===== src/rtl/alu_issue_ctrl_pkg.sv =====
// Shared definitions for the ALU issue controller: default sizes, FSM state
// encoding, instruction field positions and field extraction helpers.
package alu_issue_ctrl_pkg;

    localparam int unsigned WIDTH_DEF = 16;
    localparam int unsigned NREG_DEF  = 4;
    localparam int unsigned INSTR_W   = 12;
    localparam int unsigned REG_AW    = 2;

    // instr layout: [11:9] opc, [8:7] dst, [6:5] srcA, [4:3] srcB, [2] cin, [1] we, [0] reserved
    localparam int unsigned OPC_LSB  = 9;
    localparam int unsigned DST_LSB  = 7;
    localparam int unsigned SRCA_LSB = 5;
    localparam int unsigned SRCB_LSB = 3;
    localparam int unsigned CIN_BIT  = 2;
    localparam int unsigned WE_BIT   = 1;

    typedef logic [INSTR_W-1:0] instr_t;
    typedef logic [REG_AW-1:0]  reg_addr_t;

    typedef enum logic [1:0] {
        StIdle  = 2'd0,
        StFetch = 2'd1,
        StExec  = 2'd2,
        StWb    = 2'd3
    } state_e;

    function automatic logic [2:0] instr_opc(instr_t i);
        return i[OPC_LSB +: 3];
    endfunction

    function automatic reg_addr_t instr_dst(instr_t i);
        return i[DST_LSB +: REG_AW];
    endfunction

    function automatic reg_addr_t instr_srca(instr_t i);
        return i[SRCA_LSB +: REG_AW];
    endfunction

    function automatic reg_addr_t instr_srcb(instr_t i);
        return i[SRCB_LSB +: REG_AW];
    endfunction

    function automatic logic instr_cin(instr_t i);
        return i[CIN_BIT];
    endfunction

    function automatic logic instr_we(instr_t i);
        return i[WE_BIT];
    endfunction

endpackage


===== src/rtl/alu_issue_ctrl_if.sv =====
// Bus between the issue controller and its environment: request/preload
// inputs, ALU operand/result bundle and status/result outputs.
// master: requester + ALU side; slave: alu_issue_ctrl.
interface alu_issue_ctrl_if
    import alu_issue_ctrl_pkg::*;
#(
    parameter int unsigned WIDTH = WIDTH_DEF
);
    logic             start;
    instr_t           instr;
    logic             ld_en;
    reg_addr_t        ld_addr;
    logic [WIDTH-1:0] ld_data;
    logic [WIDTH-1:0] alu_a;
    logic [WIDTH-1:0] alu_b;
    logic             alu_c;
    logic [2:0]       alu_opc;
    logic [WIDTH-1:0] alu_w;
    logic             alu_zer;
    logic             alu_neg;
    logic             busy;
    logic             done;
    logic [WIDTH-1:0] result;
    logic             zf;
    logic             nf;

    modport master (
        output start, instr, ld_en, ld_addr, ld_data, alu_w, alu_zer, alu_neg,
        input  alu_a, alu_b, alu_c, alu_opc, busy, done, result, zf, nf
    );

    modport slave (
        input  start, instr, ld_en, ld_addr, ld_data, alu_w, alu_zer, alu_neg,
        output alu_a, alu_b, alu_c, alu_opc, busy, done, result, zf, nf
    );

endinterface


===== src/rtl/alu_regfile.sv =====
// General register file: NREG x WIDTH, two combinational read ports, one
// synchronous write port, synchronous active-low clear of all entries.
// Ports: clk, rst_n, we_i/waddr_i/wdata_i (write), raddr_*_i/rdata_*_o (reads).
module alu_regfile
    import alu_issue_ctrl_pkg::*;
#(
    parameter int unsigned WIDTH = WIDTH_DEF,
    parameter int unsigned NREG  = NREG_DEF
) (
    input  logic             clk,
    input  logic             rst_n,
    input  logic             we_i,
    input  reg_addr_t        waddr_i,
    input  logic [WIDTH-1:0] wdata_i,
    input  reg_addr_t        raddr_a_i,
    output logic [WIDTH-1:0] rdata_a_o,
    input  reg_addr_t        raddr_b_i,
    output logic [WIDTH-1:0] rdata_b_o
);
    logic [WIDTH-1:0] regs_q [NREG];

    always_ff @(posedge clk) begin
        if (!rst_n) begin
            for (int i = 0; i < int'(NREG); i++) begin
                regs_q[i] <= '0;
            end
        end else if (we_i) begin
            regs_q[waddr_i] <= wdata_i;
        end
    end

    assign rdata_a_o = regs_q[raddr_a_i];
    assign rdata_b_o = regs_q[raddr_b_i];

endmodule


===== src/rtl/alu_issue_ctrl.sv =====
// Issue controller for an external ALU. Runs a fixed IDLE->FETCH->EXEC->WB
// cycle per instruction: latch instr, latch operands from the regfile, capture
// the ALU result/flags, then optionally write the result back.
// Ports: clk, rst_n (sync, active-low), bus (alu_issue_ctrl_if.slave).
module alu_issue_ctrl
    import alu_issue_ctrl_pkg::*;
#(
    parameter int unsigned WIDTH = WIDTH_DEF,
    parameter int unsigned NREG  = NREG_DEF
) (
    input logic            clk,
    input logic            rst_n,
    alu_issue_ctrl_if.slave bus
);
    state_e           state_q, state_d;
    instr_t           instr_q;
    logic [WIDTH-1:0] a_q, b_q, result_q;
    logic [2:0]       opc_q;
    logic             c_q, zf_q, nf_q;

    logic             rf_we;
    reg_addr_t        rf_waddr;
    logic [WIDTH-1:0] rf_wdata;
    logic [WIDTH-1:0] rd_a, rd_b;

    alu_regfile #(
        .WIDTH (WIDTH),
        .NREG  (NREG)
    ) u_regfile (
        .clk       (clk),
        .rst_n     (rst_n),
        .we_i      (rf_we),
        .waddr_i   (rf_waddr),
        .wdata_i   (rf_wdata),
        .raddr_a_i (instr_srca(instr_q)),
        .rdata_a_o (rd_a),
        .raddr_b_i (instr_srcb(instr_q)),
        .rdata_b_o (rd_b)
    );

    always_comb begin
        state_d = state_q;
        unique case (state_q)
            StIdle:  if (bus.start) state_d = StFetch;
            StFetch: state_d = StExec;
            StExec:  state_d = StWb;
            StWb:    state_d = StIdle;
            default: state_d = StIdle;
        endcase
    end

    // Load and write-back never compete: loads are only honoured in IDLE.
    always_comb begin
        rf_we    = 1'b0;
        rf_waddr = bus.ld_addr;
        rf_wdata = bus.ld_data;
        if (state_q == StWb) begin
            rf_we    = instr_we(instr_q);
            rf_waddr = instr_dst(instr_q);
            rf_wdata = result_q;
        end else if (state_q == StIdle) begin
            rf_we    = bus.ld_en;
        end
    end

    always_ff @(posedge clk) begin
        if (!rst_n) begin
            state_q  <= StIdle;
            instr_q  <= '0;
            a_q      <= '0;
            b_q      <= '0;
            opc_q    <= '0;
            c_q      <= 1'b0;
            result_q <= '0;
            zf_q     <= 1'b0;
            nf_q     <= 1'b0;
        end else begin
            state_q <= state_d;
            if (state_q == StIdle && bus.start) begin
                instr_q <= bus.instr;
            end
            // opc/cin are registered alongside the operands so the ALU sees a
            // consistent set in EXEC and keeps it through IDLE.
            if (state_q == StFetch) begin
                a_q   <= rd_a;
                b_q   <= rd_b;
                opc_q <= instr_opc(instr_q);
                c_q   <= instr_cin(instr_q);
            end
            if (state_q == StExec) begin
                result_q <= bus.alu_w;
                zf_q     <= bus.alu_zer;
                nf_q     <= bus.alu_neg;
            end
        end
    end

    assign bus.busy    = (state_q != StIdle);
    assign bus.done    = (state_q == StWb);
    assign bus.alu_a   = a_q;
    assign bus.alu_b   = b_q;
    assign bus.alu_c   = c_q;
    assign bus.alu_opc = opc_q;
    assign bus.result  = result_q;
    assign bus.zf      = zf_q;
    assign bus.nf      = nf_q;

endmodule


===== src/flat_wrapper.sv =====
// flat-port wrapper written by rule: the top's interface ports become plain ports
module alu_issue_ctrl_flat import alu_issue_ctrl_pkg::*;
#(
    parameter int unsigned WIDTH = WIDTH_DEF,
    parameter int unsigned NREG  = NREG_DEF
)
  (clk, rst_n, bus_start, bus_instr, bus_ld_en, bus_ld_addr, bus_ld_data, bus_alu_w, bus_alu_zer, bus_alu_neg, bus_alu_a, bus_alu_b, bus_alu_c, bus_alu_opc, bus_busy, bus_done, bus_result, bus_zf, bus_nf);
  alu_issue_ctrl_if #(.WIDTH(WIDTH)) bus_i ();
  input logic clk;
  input logic rst_n;
  input wire logic [$bits(bus_i.start)-1:0] bus_start;
  input wire logic [$bits(bus_i.instr)-1:0] bus_instr;
  input wire logic [$bits(bus_i.ld_en)-1:0] bus_ld_en;
  input wire logic [$bits(bus_i.ld_addr)-1:0] bus_ld_addr;
  input wire logic [$bits(bus_i.ld_data)-1:0] bus_ld_data;
  input wire logic [$bits(bus_i.alu_w)-1:0] bus_alu_w;
  input wire logic [$bits(bus_i.alu_zer)-1:0] bus_alu_zer;
  input wire logic [$bits(bus_i.alu_neg)-1:0] bus_alu_neg;
  output wire logic [$bits(bus_i.alu_a)-1:0] bus_alu_a;
  output wire logic [$bits(bus_i.alu_b)-1:0] bus_alu_b;
  output wire logic [$bits(bus_i.alu_c)-1:0] bus_alu_c;
  output wire logic [$bits(bus_i.alu_opc)-1:0] bus_alu_opc;
  output wire logic [$bits(bus_i.busy)-1:0] bus_busy;
  output wire logic [$bits(bus_i.done)-1:0] bus_done;
  output wire logic [$bits(bus_i.result)-1:0] bus_result;
  output wire logic [$bits(bus_i.zf)-1:0] bus_zf;
  output wire logic [$bits(bus_i.nf)-1:0] bus_nf;
  assign bus_i.start = bus_start;
  assign bus_i.instr = bus_instr;
  assign bus_i.ld_en = bus_ld_en;
  assign bus_i.ld_addr = bus_ld_addr;
  assign bus_i.ld_data = bus_ld_data;
  assign bus_i.alu_w = bus_alu_w;
  assign bus_i.alu_zer = bus_alu_zer;
  assign bus_i.alu_neg = bus_alu_neg;
  assign bus_alu_a = bus_i.alu_a;
  assign bus_alu_b = bus_i.alu_b;
  assign bus_alu_c = bus_i.alu_c;
  assign bus_alu_opc = bus_i.alu_opc;
  assign bus_busy = bus_i.busy;
  assign bus_done = bus_i.done;
  assign bus_result = bus_i.result;
  assign bus_zf = bus_i.zf;
  assign bus_nf = bus_i.nf;
  alu_issue_ctrl #(.WIDTH(WIDTH), .NREG(NREG)) u_core (.clk(clk), .rst_n(rst_n), .bus(bus_i));
endmodule

===== config.mk =====
export PLATFORM = sky130hd
export DESIGN_NAME = alu_issue_ctrl_flat
export DESIGN_NICKNAME = d
export VERILOG_FILES = /design/src/rtl/alu_issue_ctrl_pkg.sv /design/src/rtl/alu_issue_ctrl_if.sv /design/src/rtl/alu_regfile.sv /design/src/rtl/alu_issue_ctrl.sv /design/src/flat_wrapper.sv
export SDC_FILE = /design/constraint.sdc
export NUM_CORES = 1
export LEC_CHECK = 0
export ABC_AREA = 1
export BUFFER_PORTS_ARGS = -buffer_cell sky130_fd_sc_hd__clkbuf_2
export CORE_MARGIN = 8
export CORE_UTILIZATION = 45
export DETAILED_ROUTE_END_ITERATION = 7
export GPL_ROUTABILITY_DRIVEN = 1
export GPL_TIMING_DRIVEN = 0
export PLACE_DENSITY_LB_ADDON = 0.15
export SLEW_MARGIN = 20
export SYNTH_ARGS = -nofsm -noshare
export SYNTH_HDL_FRONTEND = slang
export SYNTH_HIERARCHICAL = 1
export SYNTH_SLANG_ARGS = --single-unit

===== constraint.sdc =====
create_clock -name clk -period 3.6 [get_ports clk]
set_input_delay 0 -clock clk [delete_from_list [all_inputs] [get_ports clk]]
set_output_delay 0 -clock clk [all_outputs]
set_load 0.01 [all_outputs]

==> run summary, run 1 <==
STA
------------------------------------------------------------------------------------
Max Slew Vio Count                                                                 0
Final Hold Viols                                                                   0
Max Clock Skew                                                            0.01240 ns
Timing-limited maximum frequency                                           382.4 MHz
Clock period minus worst slack                                              2.615 ns
Relative max-transition margin                                                49.24%
RSZ-0062 raised after global routing                                           false
Actual slew at the worst max-slew pin                                      0.7613 ns
Final setup violation count                                                        0
Crit share post-route                                                         72.63%
TNS Setup                                                                       0 ns

WORST SETUP PATH
------------------------------------------------------------------------------------
Cell class contributing the biggest share of worst-path delay           simple AND/OR/NAND/NOR gates
Number of buffers and inverters on the critical path                               3
Worst reg-to-reg path cell count                                                  10
Critical-path top delay cell                                                 nand2_1
Nature of the critical path endpoint                                       flip-flop
Worst setup SP type                                                        flip-flop
Data arrival time of the critical path                                       2.66 ns
Cell count along the critical path                                                10
Crit Path Category                                                      flip-flop to flip-flop
Largest stage delay, worst path                                              0.52 ns
Crit path cell chain                                                    inv_1, ha_1, buf_6, nand3_1, nand2_1, nand2_4, nor2_8, nand2_4, buf_6, nand2_1
Required time worst endpoint                                                 3.64 ns
Highest fanout seen on the critical path                                          16

FLOORPLANNING
------------------------------------------------------------------------------------
Vertical die dimension                                                      134.8 um
Die area                                                                  18180 um^2
Starting utilization of the core area                                         45.95%
I/O pin cnt                                                                      108
Width of the die                                                            134.8 um
Total core area                                                           13830 um^2
Number of core rows                                                               43

DETAILED ROUTING
------------------------------------------------------------------------------------
Wire length per cell after detailed routing                                 14.09 um
Wire length after detailed routing                                          16.69 mm
Drt initial violations                                                           473
DRC viols                                                                          0
TritonRoute pass-1 iters                                                           4
Number of routed nets with antenna violations                                      0
Via count of the routed design                                                  5607
Post-detailed-route via-to-cell ratio                                          4.732

CLOCK NETWORK
------------------------------------------------------------------------------------
Worst skew pair latency                                                      0.42 ns
TritonCTS buffer count                                                            17
CTS tree                                                                         yes
Clock Pin Slew Worst Setup and Hold Paths                                    0.06 ns
Quantity of gates resized following cts                                            0
Clock root buffer                                                          clkbuf_16
Clock tree sinks                                                                 131
Maximum number of buffers from clock root to sink                                  2
Number of H-tree branching levels                                                  4

GLOBAL ROUTE
------------------------------------------------------------------------------------
Global Route Usage Sum                                                        18.96%
Largest net degree at the start of global routing                                 17
Antenna violations before repair                                                   0
Vias in the first global route                                                  5344
First-pass GRT wire length                                                  27.53 mm
Total overflow reported by the global router                                       0

CELLS AND AREA
------------------------------------------------------------------------------------
Summed area of non-filler cells in the final layout                        8008 um^2
Antenna diode instance count                                                       0
Synth-to-Final Area Change                                                    26.03%
Fraction of final layout cells with drive strength greater than 1             19.60%
Layout net count                                                                1048

YOSYS
------------------------------------------------------------------------------------
Proportion of synthesized flip-flops having asynchronous set or reset             0%
Most instantiated library cell after synthesis                               nand2_1
Netlist area before placement                                              6354 um^2
Synth Register Bits                                                              131
Largest cells by area after synthesis                                   edfxtp_1 (30%), dfxtp_1 (21%), nand2_1 (14%)
Mean cell area of the mapped netlist                                      7.609 um^2
Synthesized instance count                                                       835
EDFF count, synth                                                                 64
Leading register cell type out of synthesis                                  dfxtp_1
Sequential-to-total area share from yosys stat                                51.36%
Yosys cell types                                                                  25
Cell type contributing the most total cell area after synthesis             edfxtp_1
Area share of the largest cell type after synthesis                           30.25%
Synthesis warning total                                                            6
Post-synth net total                                                             891
Most frequent cells after synthesis                                     nand2_1 (232), nor2_1 (141), inv_1 (90), nand3_1 (78), dfxtp_1 (67)

PLACED DESIGN
------------------------------------------------------------------------------------
Placer's final routability congestion estimate                                0.8921
DPL Wire Length                                                             12.56 mm
# port buffers                                                                   106
Placement Cell Area                                                        7113 um^2

POWER
------------------------------------------------------------------------------------
Flop pwr share                                                                 37.1%
Peak supply drop                                                           0.3247 mV
Switching Fraction                                                            35.57%
Internal power consumption                                                0.003700 W
Power density of the placed cells                                       717.1 nW/um^2
Clock network fraction of design power                                         29.4%
Reported net switching power                                              0.002043 W
Fraction of power consumed by combinational cells                              33.5%
Leakage power total                                                         3.995 nW

MIN PATH
------------------------------------------------------------------------------------
Kind of path behind the tightest hold check                             input port to flip-flop
Worst hold stages                                                                  5

STATUS
------------------------------------------------------------------------------------
Run status                                                                 completed

JOB
------------------------------------------------------------------------------------
Max-cap violations                                                                 0

==> timing repair <==
action	4_1_cts	5_1_grt
setup buffers	0	0
hold endpoints to repair	31	0
hold buffers	32	0
==> routing by layer <==
layer | part of all wire [%] | GRT usage, %
met3 | 7.7 | 5.832
met4 | 1.0 | 6.114
met1 | 50 | 26.12
met5 | 0 | 0
met2 | 42 | 27.65
==> worst register-to-register path, stage by stage, from the launching register on <==
cell	delay [ns]
dfxtp_1	0.34
inv_1	0.10
ha_1	0.34
buf_6	0.19
nand3_1	0.09
nand2_1	0.13
nand2_4	0.12
nor2_8	0.13
nand2_4	0.11
buf_6	0.17
nand2_1	0.52
==> registers in the layout, summed over array words and instances, names as in the netlist <==
signal and cells:
u_core/bus.nf 1, u_core/bus.alu_c 1, u_core/bus.alu_a 16, u_core/bus.result 16
u_core/instr_q 11, u_core/bus.zf 1, u_core/state_q 2, u_core/bus.alu_opc 3
u_core/u_regfile/regs_q 64, u_core/bus.alu_b 16
==> power by group through the flow <==
stage | clock, W | sequential, W | combinational (W)
after global placement | 0 | 0.00215 | 0.00187
after CTS | 0.00172 | 0.00213 | 0.00192
after floorplan | 0 | 0.00223 | 0.00115
after detailed placement | 0 | 0.00216 | 0.00188
final | 0.00169 | 0.00213 | 0.00192
after global routing | 0.00178 | 0.00218 | 0.00217
==> cell families after synthesis <==
family	count (synthesis)	share of synthesized area, %
adder cells (fa/ha/maj)	4	0.7877
AND/OR/NAND/NOR	490	32.16
AO/OA/AOI/OAI	68	5.356
buffers and inverters	142	10.34
flip-flops	131	51.36
==> cells in the final DEF, fill, tap and decap left out, drive strengths merged <==
cell	synthesis	final
a21oi	12	12
buf	35	35
bufinv	0	3
clkbuf	14	139
clkinv	0	9
clkinvlp	0	1
dfxtp	67	67
dlygate4sd3	0	32
edfxtp	64	64
ha	4	4
inv	93	93
nand2	236	236
nand3	78	78
nor2	160	160
nor3	16	16
o21ai	56	56
==> area by class of cell <==
cell class	instances	area [um^2]
plain buffers	49	302.8
clock buffers	19	432.9
clock inverters	13	141.4
fillers	1260	5819
inverters	93	354.1
multi-input cells	562	2437
flip-flops and latches	131	3263
well taps	180	225.2
repair buffers	138	850.8
==> final timing paths <==
check	from	endpoint	slack [ns]
setup / recovery	u_core/state_q[1]	u_core/u_regfile/regs_q[0][9]	0.99
hold / removal	bus_ld_data[2]	u_core/u_regfile/regs_q[0][2]	0.04
setup reg to reg	u_core/state_q[1]	u_core/u_regfile/regs_q[0][9]	0.99
hold reg to reg	u_core/instr_q[6]	u_core/instr_q[6]	0.46
==> through the flow <==
stage / hold slack [ns] / instances / total power [W] / setup slack, ns / util (%)
2_1_floorplan: 0.1349 / 835 / 0.003384 / 0.8444 / -
3_3_place_gp: 0.2205 / 1121 / 0.004015 / 0.3859 / 51.42
3_5_place_dp: 0.2266 / 1121 / 0.004038 / 0.9742 / 51.44
4_1_cts: 0.01887 / 1185 / 0.005778 / 0.9614 / 57.91
5_1_grt: 0.05983 / 1185 / 0.006131 / 0.7657 / 57.91
6_report: 0.04023 / 1185 / 0.005743 / 0.9852 / 57.91
No activity file was read; power rests on OpenSTA's default activity.
==> run 2, diff against run 1 <==
Clock period 3.6 ns to 2.6 ns, I/O delays scaled along.
==> run 2 against run 1 <==
Compared with the run above:
- register-to-register slack lost 0.78 ns
- worst hold slack got worse by 0.0031 ns
- final cell count unchanged
- utilization about the same
- sequential power up 38%
- flip-flop and latch count stayed put
- routed wire length decreased by 0.53%
- clock skew is 0.0054 ns lower
- sequential share of layout area is essentially flat
- critical path type unchanged
- critical endpoint is now u_core/u_regfile/regs_q[1][8]
- largest cell class unchanged
==> run summary, run 2 (synthesis gave the netlist of run 1 again) <==
STA
-------------------------------------------------------------------------------------
Actual slew at the worst max-slew pin                                       0.7655 ns   was 0.7613 ns
Timing-limited maximum frequency                                            417.4 MHz   was 382.4 MHz
Final Hold Viols                                                                    0   unchanged
Clock period minus worst slack                                               2.396 ns   was 2.615 ns
Final setup violation count                                                         0   unchanged
TNS Setup                                                                        0 ns   unchanged
Crit share post-route                                                          92.15%   was 72.63%
RSZ-0062 raised after global routing                                            false   unchanged
Max Slew Vio Count                                                                  0   unchanged
Relative max-transition margin                                                 48.96%   was 49.24%
Max Clock Skew                                                            0.006964 ns   was 0.01240 ns
Minimum hold slack                                                         0.03715 ns   was 0.04023 ns

PLACED DESIGN
-------------------------------------------------------------------------------------
Inst Count DP                                                                    1121   unchanged
Placer's final routability congestion estimate                                 0.8878   was 0.8921
DPL Wire Length                                                              12.54 mm   was 12.56 mm
# port buffers                                                                    106   unchanged

DETAILED ROUTING
-------------------------------------------------------------------------------------
DRC viols                                                                           0   unchanged
Drt initial violations                                                            420   was 473
Post-detailed-route via-to-cell ratio                                           4.711   was 4.732
Via count of the routed design                                                   5582   was 5607
Wire length per cell after detailed routing                                  14.01 um   was 14.09 um
Number of routed nets with antenna violations                                       0   unchanged
Wire length after detailed routing                                           16.60 mm   was 16.69 mm
TritonRoute pass-1 iters                                                            5   was 4

WORST SETUP PATH
-------------------------------------------------------------------------------------
Number of buffers and inverters on the critical path                                3   unchanged
Critical-path top delay cell                                                     ha_1   was nand2_1
Crit path cell chain                                                     inv_1, ha_1, buf_6, nand3_1, nand2_1, nand2_4, nor2_8, nand2_4, buf_6, nand2_2   was inv_1, ha_1, buf_6, nand3_1, nand2_1, nand2_4, nor2_8, nand2_4, buf_6, nand2_1
Crit Path Category                                                       flip-flop to flip-flop   unchanged
Largest stage delay, worst path                                               0.35 ns   was 0.52 ns
Highest fanout seen on the critical path                                           16   unchanged
Required time worst endpoint                                                  2.67 ns   was 3.64 ns
Data arrival time of the critical path                                        2.46 ns   was 2.66 ns
Cell class contributing the biggest share of worst-path delay            simple AND/OR/NAND/NOR gates   unchanged
Nature of the critical path endpoint                                        flip-flop   unchanged
Worst setup SP type                                                         flip-flop   unchanged

CELLS AND AREA
-------------------------------------------------------------------------------------
Largest register FFs                                                               64   unchanged
Synth-to-Final Area Change                                                     26.09%   was 26.03%
Layout net count                                                                 1048   unchanged
Most frequent cells in the layout                                        nand2_1 (230), nor2_1 (141), clkbuf_2 (107)   was nand2_1 (232), nor2_1 (141), clkbuf_2 (107)
Final core occ                                                                 57.94%   was 57.91%
Number of inserted filler cells in the final layout                              1271   was 1260
Most frequent standard cell in the layout excluding fill and tap cells        nand2_1   unchanged
Antenna diode instance count                                                        0   unchanged
Post-layout instance count excluding filler cells                                1185   unchanged
Fraction of final layout cells with drive strength greater than 1              19.70%   was 19.60%
Biggest register                                                         u_core/u_regfile/regs_q   unchanged

CLOCK NETWORK
-------------------------------------------------------------------------------------
Clock root buffer                                                           clkbuf_16   unchanged
Clock Pin Slew Worst Setup and Hold Paths                                     0.06 ns   about the same
Post-CTS setup repair buffer count                                                  0   unchanged
CTS tree                                                                          yes   unchanged
Maximum number of buffers from clock root to sink                                   2   unchanged
Clock tree sinks                                                                  131   unchanged
Worst skew pair latency                                                       0.42 ns   about the same
Number of H-tree branching levels                                                   4   unchanged
TritonCTS buffer count                                                             17   unchanged

GLOBAL ROUTE
-------------------------------------------------------------------------------------
First-pass GRT wire length                                                   27.59 mm   was 27.53 mm
Vias in the first global route                                                   5443   was 5344
Largest net degree at the start of global routing                                  17   unchanged
Total overflow reported by the global router                                        0   unchanged
Antenna violations before repair                                                    0   unchanged
Global Route Usage Sum                                                         18.90%   was 18.96%

POWER
-------------------------------------------------------------------------------------
Power density of the placed cells                                        990.5 nW/um^2   was 717.1 nW/um^2
Leakage power total                                                          3.993 nW   was 3.995 nW
Power Total                                                                0.007935 W   was 0.005743 W
Peak supply drop                                                            0.5213 mV   was 0.3247 mV

JOB
-------------------------------------------------------------------------------------
Max-cap violations                                                                  0   unchanged

FLOORPLANNING
-------------------------------------------------------------------------------------
Starting utilization of the core area                                          45.95%   unchanged
Width of the die                                                             134.8 um   unchanged
Die area                                                                   18180 um^2   unchanged
I/O pin cnt                                                                       108   unchanged
Number of core rows                                                                43   unchanged
Total core area                                                            13830 um^2   unchanged
Vertical die dimension                                                       134.8 um   unchanged

STATUS
-------------------------------------------------------------------------------------
Run status                                                                  completed   unchanged

MIN PATH
-------------------------------------------------------------------------------------
Kind of path behind the tightest hold check                              input port to flip-flop   unchanged

## run 2: area by class of cell
class	count	area [um^2]	share of cell area, %
Inverter	93	354.1	4.420
Timing Repair Buffer	138	850.8	10.62
Multi-Input combinational cell	562	2442	30.49
Sequential cell	131	3263	40.73
Tap cell	180	225.2	2.811
Clock buffer	19	432.9	5.404
Clock inverter	13	140.1	1.749
Buffer	49	302.8	3.779
## run 2: power breakdown
part | switching, W | internal [W] | total [W]
sequential | 0.000259 | 0.00269 | 0.00295
combinational | 0.00171 | 0.000944 | 0.00265
clock | 0.000845 | 0.00148 | 0.00233
total | 0.00281 | 0.00512 | 0.00794
## run 2: what timing repair did
item | in CTS | in global routing
gates resized for setup | 2 | 0
setup endpoints to repair | 32 | 0
endpoints found under the hold margin | 31 | 0
hold buffers | 32 | 0
## run 2: final timing paths
check,start,end,slack (ns),cells past startpoint
max,u_core/state_q[1],u_core/u_regfile/regs_q[1][8],0.20,10
min,bus_ld_data[2],u_core/u_regfile/regs_q[0][2],0.04,5
max reg2reg,u_core/state_q[1],u_core/u_regfile/regs_q[1][8],0.20,10
min reg2reg,u_core/instr_q[5],u_core/instr_q[5],0.46,2
## run 2: layer usage
metal / share of wire (%) / GRT usage [%] / up-vias
li1: - / - / 2948
met5: 0 / 0 / -
met1: 49 / 25.75 / 2428
met4: 1.2 / 5.303 / 0
met3: 8.0 / 6.724 / 18
met2: 42 / 27.54 / 188
## run 2: metrics by stage
step                      instance area [um^2]  worst slack, ns
final                                     8011           0.2042
after floorplan                           6354           0.2799
after CTS                                 8011           0.2161
after detailed placement                  7113         -0.01440
after global routing                      8011          0.02735
after global placement                    7109         -0.03961
## run 2: worst min-delay path: cells and delay by family
family	cells	cell delay [ns]
simple gates	3	0.19
buf+inv	2	0.16
